===== src/rtl/dct_quant_zigzag_pkg.sv =====
// Shared constants for the DCT quantize/zigzag stage: widths, zigzag LUT,
// JPEG luminance Q table, derived reciprocal table and FSM state encoding.
package dct_quant_zigzag_pkg;

    localparam int COEF_W  = 16;
    localparam int OUT_W   = 16;
    localparam int RECIP_W = 17;
    localparam int FRAC    = 16;
    localparam int MAG_W   = COEF_W + 1;
    localparam int PROD_W  = MAG_W + RECIP_W;
    localparam int NCOEF   = 64;

    typedef enum logic [1:0] {
        IDLE = 2'd0,
        SCAN = 2'd1,
        EMIT = 2'd2
    } state_t;

    // Zigzag position -> natural (row*8+col) index.
    localparam logic [5:0] ZZ [NCOEF] = '{
         0,  1,  8, 16,  9,  2,  3, 10,
        17, 24, 32, 25, 18, 11,  4,  5,
        12, 19, 26, 33, 40, 48, 41, 34,
        27, 20, 13,  6,  7, 14, 21, 28,
        35, 42, 49, 56, 57, 50, 43, 36,
        29, 22, 15, 23, 30, 37, 44, 51,
        58, 59, 52, 45, 38, 31, 39, 46,
        53, 60, 61, 54, 47, 55, 62, 63
    };

    // JPEG luminance quantization table, natural order.
    localparam logic [7:0] Q_TAB [NCOEF] = '{
        16,  11,  10,  16,  24,  40,  51,  61,
        12,  12,  14,  19,  26,  58,  60,  55,
        14,  13,  16,  24,  40,  57,  69,  56,
        14,  17,  22,  29,  51,  87,  80,  62,
        18,  22,  37,  56,  68, 109, 103,  77,
        24,  35,  55,  64,  81, 104, 113,  92,
        49,  64,  78,  87, 103, 121, 120, 101,
        72,  92,  95,  98, 112, 100, 103,  99
    };

    // RECIP[n] = round(2^FRAC / Q[n]), folded to constants at elaboration.
    function automatic logic [NCOEF*RECIP_W-1:0] build_recip();
        logic [NCOEF*RECIP_W-1:0] r;
        int v;
        r = '0;
        for (int i = 0; i < NCOEF; i++) begin
            v = ((1 << FRAC) + int'(Q_TAB[i]) / 2) / int'(Q_TAB[i]);
            r[i*RECIP_W +: RECIP_W] = v[RECIP_W-1:0];
        end
        return r;
    endfunction

    localparam logic [NCOEF*RECIP_W-1:0] RECIP_FLAT = build_recip();

endpackage


===== src/rtl/dct_quant_zigzag_quant.sv =====
// Combinational quantizer for one coefficient: sign/magnitude reciprocal
// multiply with round-half-up on the magnitude, sign reapplied afterwards.
module dct_quant_unit
    import dct_quant_zigzag_pkg::*;
(
    input  logic [COEF_W-1:0]  coeff,
    input  logic [RECIP_W-1:0] recip,
    output logic [OUT_W-1:0]   q
);

    logic              neg;
    logic [MAG_W-1:0]  ext;
    logic [MAG_W-1:0]  mag;
    logic [PROD_W-1:0] prod;
    logic [PROD_W-1:0] rounded;
    logic [OUT_W-1:0]  qmag;

    always_comb begin
        neg     = coeff[COEF_W-1];
        // 17-bit magnitude so that -32768 is representable.
        ext     = {coeff[COEF_W-1], coeff};
        mag     = neg ? -ext : ext;
        prod    = PROD_W'(mag) * PROD_W'(recip);
        rounded = prod + PROD_W'(1 << (FRAC - 1));
        qmag    = OUT_W'(rounded >> FRAC);
        q       = neg ? -qmag : qmag;
    end

endmodule


===== src/rtl/dct_quant_zigzag.sv =====
// Quantize one 8x8 DCT block and stream it out in zigzag order.
// Define DCT_EOB_EN to stop the stream at the last nonzero zigzag index.
module dct_quant_zigzag
    import dct_quant_zigzag_pkg::*;
(
    input  logic              Clock,
    input  logic              reset,
    input  logic              start,
    input  logic [1023:0]     coeff_in,
    output logic              busy,
    output logic              out_valid,
    input  logic              out_ready,
    output logic [OUT_W-1:0]  out_coeff,
    output logic [5:0]        out_index,
    output logic              out_last
);

    state_t             state;
    state_t             state_next;
    logic [5:0]         ptr;
    logic [5:0]         final_idx;
    logic [5:0]         nat;
    logic [COEF_W-1:0]  cbuf [NCOEF];
    logic [OUT_W-1:0]   qbuf [NCOEF];
    logic [RECIP_W-1:0] recip;
    logic [OUT_W-1:0]   q;
    logic               accept;

`ifdef DCT_EOB_EN
    logic [5:0] last_nz;
    assign final_idx = last_nz;
`else
    assign final_idx = 6'd63;
`endif

    // Handshake: a beat transfers on a rising edge where out_valid && out_ready;
    // while out_ready is low the presented beat (coeff, index, last) is held.
    assign accept    = out_valid && out_ready;
    assign busy      = (state != IDLE);
    assign out_valid = (state == EMIT);
    assign out_coeff = out_valid ? qbuf[ptr] : '0;
    assign out_index = out_valid ? ptr : 6'd0;
    assign out_last  = out_valid && (ptr == final_idx);

    assign nat   = ZZ[ptr];
    assign recip = RECIP_FLAT[int'(nat)*RECIP_W +: RECIP_W];

    dct_quant_unit u_quant (
        .coeff (cbuf[nat]),
        .recip (recip),
        .q     (q)
    );

    always_ff @(posedge Clock) begin
        if (reset) state <= IDLE;
        else       state <= state_next;
    end

    always_comb begin
        state_next = state;
        case (state)
            IDLE:    if (start) state_next = SCAN;
            SCAN:    if (ptr == 6'd63) state_next = EMIT;
            EMIT:    if (accept && (ptr == final_idx)) state_next = IDLE;
            default: state_next = IDLE;
        endcase
    end

    always_ff @(posedge Clock) begin
        if (reset) begin
            ptr <= 6'd0;
`ifdef DCT_EOB_EN
            last_nz <= 6'd0;
`endif
        end else begin
            case (state)
                IDLE: begin
                    ptr <= 6'd0;
`ifdef DCT_EOB_EN
                    if (start) last_nz <= 6'd0;
`endif
                end
                // ptr wraps from 63 to 0 exactly as EMIT begins.
                SCAN: begin
                    ptr <= ptr + 6'd1;
`ifdef DCT_EOB_EN
                    if (q != '0) last_nz <= ptr;
`endif
                end
                EMIT: if (accept) ptr <= (ptr == final_idx) ? 6'd0 : ptr + 6'd1;
                default: ptr <= 6'd0;
            endcase
        end
    end

    // Data buffers carry no reset; they are always written before being read.
    always_ff @(posedge Clock) begin
        if (state == IDLE && start && !reset) begin
            for (int i = 0; i < NCOEF; i++) cbuf[i] <= coeff_in[i*COEF_W +: COEF_W];
        end
        if (state == SCAN) qbuf[ptr] <= q;
    end

endmodule


===== config.mk =====
export PLATFORM = sky130hd
export DESIGN_NAME = dct_quant_zigzag
export DESIGN_NICKNAME = d
export VERILOG_FILES = /design/src/rtl/dct_quant_zigzag_pkg.sv /design/src/rtl/dct_quant_zigzag_quant.sv /design/src/rtl/dct_quant_zigzag.sv
export SDC_FILE = /design/constraint.sdc
export NUM_CORES = 2
export LEC_CHECK = 0
export CAP_MARGIN = 20
export CORE_MARGIN = 5
export CORE_UTILIZATION = 30
export CTS_BUF_LIST = sky130_fd_sc_hd__clkbuf_16
export CTS_CLUSTER_SIZE = 28
export DETAILED_ROUTE_END_ITERATION = 8
export SYNTH_ARGS = -nofsm -noshare
export SYNTH_HDL_FRONTEND = slang
export SYNTH_SLANG_ARGS = --single-unit

===== constraint.sdc =====
create_clock -name Clock -period 185.5 [get_ports Clock]
set_clock_uncertainty 0.2 [all_clocks]
set_input_delay 55.65 -clock Clock [delete_from_list [all_inputs] [get_ports Clock]]
set_output_delay 55.65 -clock Clock [all_outputs]
set_load 0.02 [all_outputs]

# Word level (Yosys, flattened, before mapping)

Memory sizes are Yosys's and may differ from the RTL's. A register that Yosys moved wholly into a read port is not among the register bits.
Cells that the tools add are included.

Bits in registers: 8
RAM bits: 2048
Memory bits (read-only): 384
Input port bits: 1028
Output and inout port bits: 25
Memories: 3

Memories:

| memory           | depth | bits a word | rd ports | clocked after memory_dff | wr ports | RTL line               | source |
|---|---|---|---|---|---|---|---|
| cbuf             | 64    | 16          | 1        | 0                        | 64       | dct_quant_zigzag.sv:23 | `logic [COEF_W-1:0] cbuf [NCOEF];` |
| qbuf             | 64    | 16          | 1        | 1                        | 1        | dct_quant_zigzag.sv:24 | `logic [OUT_W-1:0] qbuf [NCOEF];` |
| (name not given) | 64    | 6           | 1        | 0                        | 0        | dct_quant_zigzag.sv:45 | `assign nat = ZZ[ptr];` |

$add $sub $neg: 4
Multipliers: 2
Order comparisons: 1
Equality and inequality tests: 7
Shift-type cells: 1
Mux-type cells: 19
Bitwise operators: 1
Reductions and logical operators: 9

Operators with widths:

| kind                                                                              | number |
|---|---|
| 1088-bit by 12-bit variable part select with 17-bit output (first input constant) | 1 |
| 6-bit 2-to-1 mux                                                                  | 7 |
| 32-bit by 16-bit adder with 32-bit output (second input constant)                 | 1 |
| 17-bit by 17-bit multiplier with 32-bit output                                    | 1 |
| 16-bit 2-to-1 mux                                                                 | 2 |
| 17-bit 2-to-1 mux                                                                 | 1 |
| 17-bit negation                                                                   | 1 |
| 16-bit negation                                                                   | 1 |
| 6-bit one-hot mux with 2 select lines                                             | 1 |
| 6-bit by 5-bit multiplier with 11-bit output (second input constant)              | 1 |
| 7-bit greater-or-equal comparator (second input constant)                         | 1 |
| 6-bit inverter with 7-bit output                                                  | 1 |
| 6-bit by 1-bit adder with 6-bit output (second input constant)                    | 1 |
| 6-bit == test (second input constant)                                             | 1 |
| 2-bit 2-to-1 mux                                                                  | 3 |
| 2-bit one-hot mux with 3 select lines                                             | 1 |
| 1-bit logical AND                                                                 | 5 |
| 1-bit 2-to-1 mux                                                                  | 4 |
| 2-bit by 1-bit != test with 1-bit output (second input constant)                  | 2 |
| 2-bit != test (second input constant)                                             | 2 |
| 3-bit AND reduction                                                               | 1 |
| 2-bit by 1-bit == test with 1-bit output (second input constant)                  | 1 |
| 2-bit == test (second input constant)                                             | 1 |
| 2-bit zero test                                                                   | 1 |
| 2 further kinds                                                                   | 2 |

# Logic depth before layout (Yosys ltp)

An unclocked memory read counts as a cell.

Word-level depth: 11
Depth in mapped cells: 53
Gate-level depth less buffers: 44

# By module

From an unflattened synthesis, not the netlist that was laid out.

Cell total of the unflattened synthesis: 5516
Area total of the unflattened synthesis: 92000.7 µm²

Modules (own cells, without submodules):

| module           | instances | cells an instance | area an instance (µm²) |
|---|---|---|---|
| dct_quant_zigzag | 1         | 4350              | 81987.4 |
| dct_quant_unit   | 1         | 1166              | 10013.4 |

# Worst setup path after synthesis

Ideal clock, no wire load.

Path type: input -> register
Start point: input start
End point: memory cbuf[0][0] (enable)
Library setup time: 2.469 ns
Arrival: 98.471 ns
Data required time: 182.831 ns
Path slack: 84.360 ns
Cell stages on the path: 2
Path buffers: 0
Path through: nand2_1 -> nor2_1

RTL lines:

| item        | RTL line               | source |
|---|---|---|
| from (decl) | dct_quant_zigzag.sv:8  | `input logic start,` |
| to (decl)   | dct_quant_zigzag.sv:23 |  |

==> out/metrics.yaml <==
drt-pass1-iter-count: 6
worst_hold_path.num_cells: 2
synth-async-reset-ratio_pct: 0
critical_path_required_ns: 185.77
cts_tree: "built"
place.port_buffers: 1052
num-nets-final: 8297
timing.max_slew.rel_slack_pct: 19.3
final_min_period_over_clock_period_pct: 33.6
first_global_vias: 57200
insertion_delay_ns: 0.91
worstHoldStart: "state[0]"
power.ir.vdd_worst_mv: 0.0728
core_um2: 303000
grt.overflow.total: 0
signed_area_change_from_the_synthesized_netlist_to_the_final_layout_pct: 25.4
synth_area_per_cell_um2: 15.6
dpl-instance-area_um2: 107000
final_cell_area_um2: 115000
cts_resized: 0
hold_buffers: 0
root_buffer: "clkbuf_16"
sort_of_element_at_the_start_of_the_critical_path: "primary input"
gp_congestion: 0.869
drcViolationCount: 0
worstHoldPathType: "register to register"
utilization_pct: 37.8
hpwl_detailed_um: 210000
non_filler_cells_final: 11200
drtIter0Drc: 6255
power_report.internal_total_mw: 1.14
crit_arrival_ns: 62.53
synth_enable_flop_cells: 2048
flops_latches_synth: 2062
crit-reg2reg-launch: "ptr[0]"
cts.sink_count: 2062
endpoint_kind: "register"
wl_per_cell_um: 26.9
critical_path.max_fanout: 84
synth_cells: 5842
ff2ff_path_depth: 47
die_height_um: 562
cts_buffer_depth: 4
sw_frac_of_total_pct: 32.4
placementRows: 202
numCtsBuffers: 220
synth_warnings: 0
grt_setup_unrepaired: "no"
timing.setup.critical_path_class: "primary input to register"
static-leakage-power_nw: 39.1
slew_violations: 0
period_minus_slack_ns: 62.26
synth_ff_type: "edfxtp_1"
share_of_cells_above_drive_strength_1_pct: 13.9
die_width_um: 562
detail-route-antenna-nets: 0
dieArea_um2: 316000
final_worst_slack_ns: 123.24
grt_first_pass_wirelength_um: 420000
track_usage_pct: 18.4
htreeDepth: 4
worst_setup_path_startpoint: "reset"
finalHoldWorstSlack_ns: 0.340
maxClockFrequency_ghz: 0.0161
switchingPower_uw: 549
max_cap_viol_count: 0
clkSlewWorstSetupHoldPaths_ns: 0.07
synth_cell_types: 101
number_of_placed_i_o_pins: 1053
cts_setup_buffers: 0
vias_per_cell: 5.02
ys_seq_area_share_pct: 67.6
pre_cts_slack_ns: 122.41
finalSetupTns_ns: 0
routed-via-count: 56100
dpl.cell_count: 10700
synth_area_um2: 91300
pwr-share-seq_pct: 46.0
grt_max_degree: 184
setup-violations-final: 0
power.combinational.fraction_pct: 28.2
totalPowerFinal_mw: 1.69
clock_power_share_pct: 25.8
run_status: "complete, no violations"
worst_slew_pin_slew_ns: 1.20
initial_cell_density_of_the_core_pct: 30.1
timing_hold_violations_final: 0
routed_wl_um: 301000
antenna_violations_before_repair: 130
power-per-cell-area_nw_per_um2: 14.8
critical path: stages:
cell	delay, ns
clkdlybuf4s50_1	0.61
nor2_4	0.28
buf_4	0.65
buf_4	0.68
buf_4	0.85
buf_4	0.93
buf_4	0.97
buf_4	0.85
buf_4	0.74
per-layer routing:
metal,up-vias,GRT usage [%],wire (um)
met4,66,7.21,12000
met3,578,4.21,23500
li1,24400,-,-
met2,2454,32.0,153000
met1,28600,22.2,112000
met5,-,0,417
synth_stat cells, types with 7 or more instances:
master | count | area, um2
xor2_1 | 17 | 149
a2111oi_0 | 15 | 131
o21a_1 | 7 | 52.6
nor3_1 | 21 | 105
inv_1 | 322 | 1210
o211ai_1 | 8 | 60.1
nand2_1 | 858 | 3220
dfxtp_1 | 14 | 280
mux4_2 | 365 | 8220
a311oi_1 | 133 | 1160
buf_1 | 64 | 240
nor2_1 | 268 | 1010
o31ai_1 | 13 | 97.6
o311ai_0 | 14 | 123
a211oi_1 | 32 | 240
nor2b_1 | 25 | 156
o21ai_0 | 46 | 230
buf_6 | 14 | 158
nand2b_1 | 40 | 250
or2_2 | 24 | 150
a21oi_1 | 69 | 345
a311o_1 | 9 | 90.1
xnor2_1 | 20 | 175
a21o_1 | 21 | 158
buf_4 | 29 | 218
or3_1 | 8 | 50.1
and3_1 | 72 | 450
clkbuf_1 | 125 | 469
ha_1 | 154 | 1930
and2_1 | 43 | 269
nand4_1 | 13 | 81.3
a31oi_1 | 22 | 138
nand3_1 | 369 | 1850
edfxtp_1 | 2048 | 61500
buf_2 | 120 | 601
fa_1 | 166 | 3320
mux2i_1 | 126 | 1260
registers in the layout (all words and copies together) (netlist names), named ones only:
signal  flops
cbuf     1024
qbuf     1024
ptr         6
state       2
path summary, 6_finish.rpt:
kind | slack [ns] | end
setup / recovery | 123.24 | cbuf[30][14]
hold / removal | 0.34 | state[0]
setup reg to reg | 168.01 | qbuf[0][14]
hold reg to reg | 0.34 | state[0]
cells in the final DEF (no fill, tap or decap), types with 43 or more instances in the layout:
master           Yosys  final
a21oi_1             69     67
a311oi_1           133    126
and2_1              43     43
and3_1              72     72
buf_4               29    158
clkbuf_16            0    221
clkdlybuf4s50_1      0   1052
clkinv_1             0     60
diode_2              0     73
edfxtp_1          2048   2048
fa_1               166    166
ha_1               154    154
inv_1              322    361
mux2i_1            126    125
mux4_2             365    365
nand2_1            858    858
nand3_1            369    368
nor2_1             268    216
o21ai_0             46     45
logic make-up (layout without fill, tap and decap cells):
| kind of cell | count (synthesis) | in the layout | share of synthesized area (%) |
|---|---|---|---|
| fa+ha+maj | 320 | 320 | 5.75 |
| simple gates | 1776 | 1776 | 8.65 |
| buf+inv | 677 | 1952 | 3.20 |
| compound gates | 472 | 472 | 3.94 |
| xor+xnor | 38 | 38 | 0.373 |
| mux | 495 | 495 | 10.4 |
| flops | 2062 | 2062 | 67.6 |
| other cells | 2 | 87 | 0.00822 |
area by class of cell:
class / count / area, um2
sequential: 2062 / 61800
clock inverter: 181 / 1630
clock buffer: 221 / 5530
antenna: 73 / 183
timing repair buffer: 1226 / 12000
multi-input combinational: 3115 / 27200
inverter: 324 / 1230
tap: 3978 / 4980
fill: 28100 / 188000
power by group through the flow:
stage | clock network (mW) | logic (mW) | registers (mW)
3_5_place_dp | 0 | 0.484 | 0.788
6_report | 0.437 | 0.478 | 0.778
4_1_cts | 0.446 | 0.482 | 0.779
2_1_floorplan | 0 | 0.261 | 0.858
3_3_place_gp | 0 | 0.460 | 0.787
5_1_grt | 0.465 | 0.525 | 0.781
(Power assumes the default switching activity.)
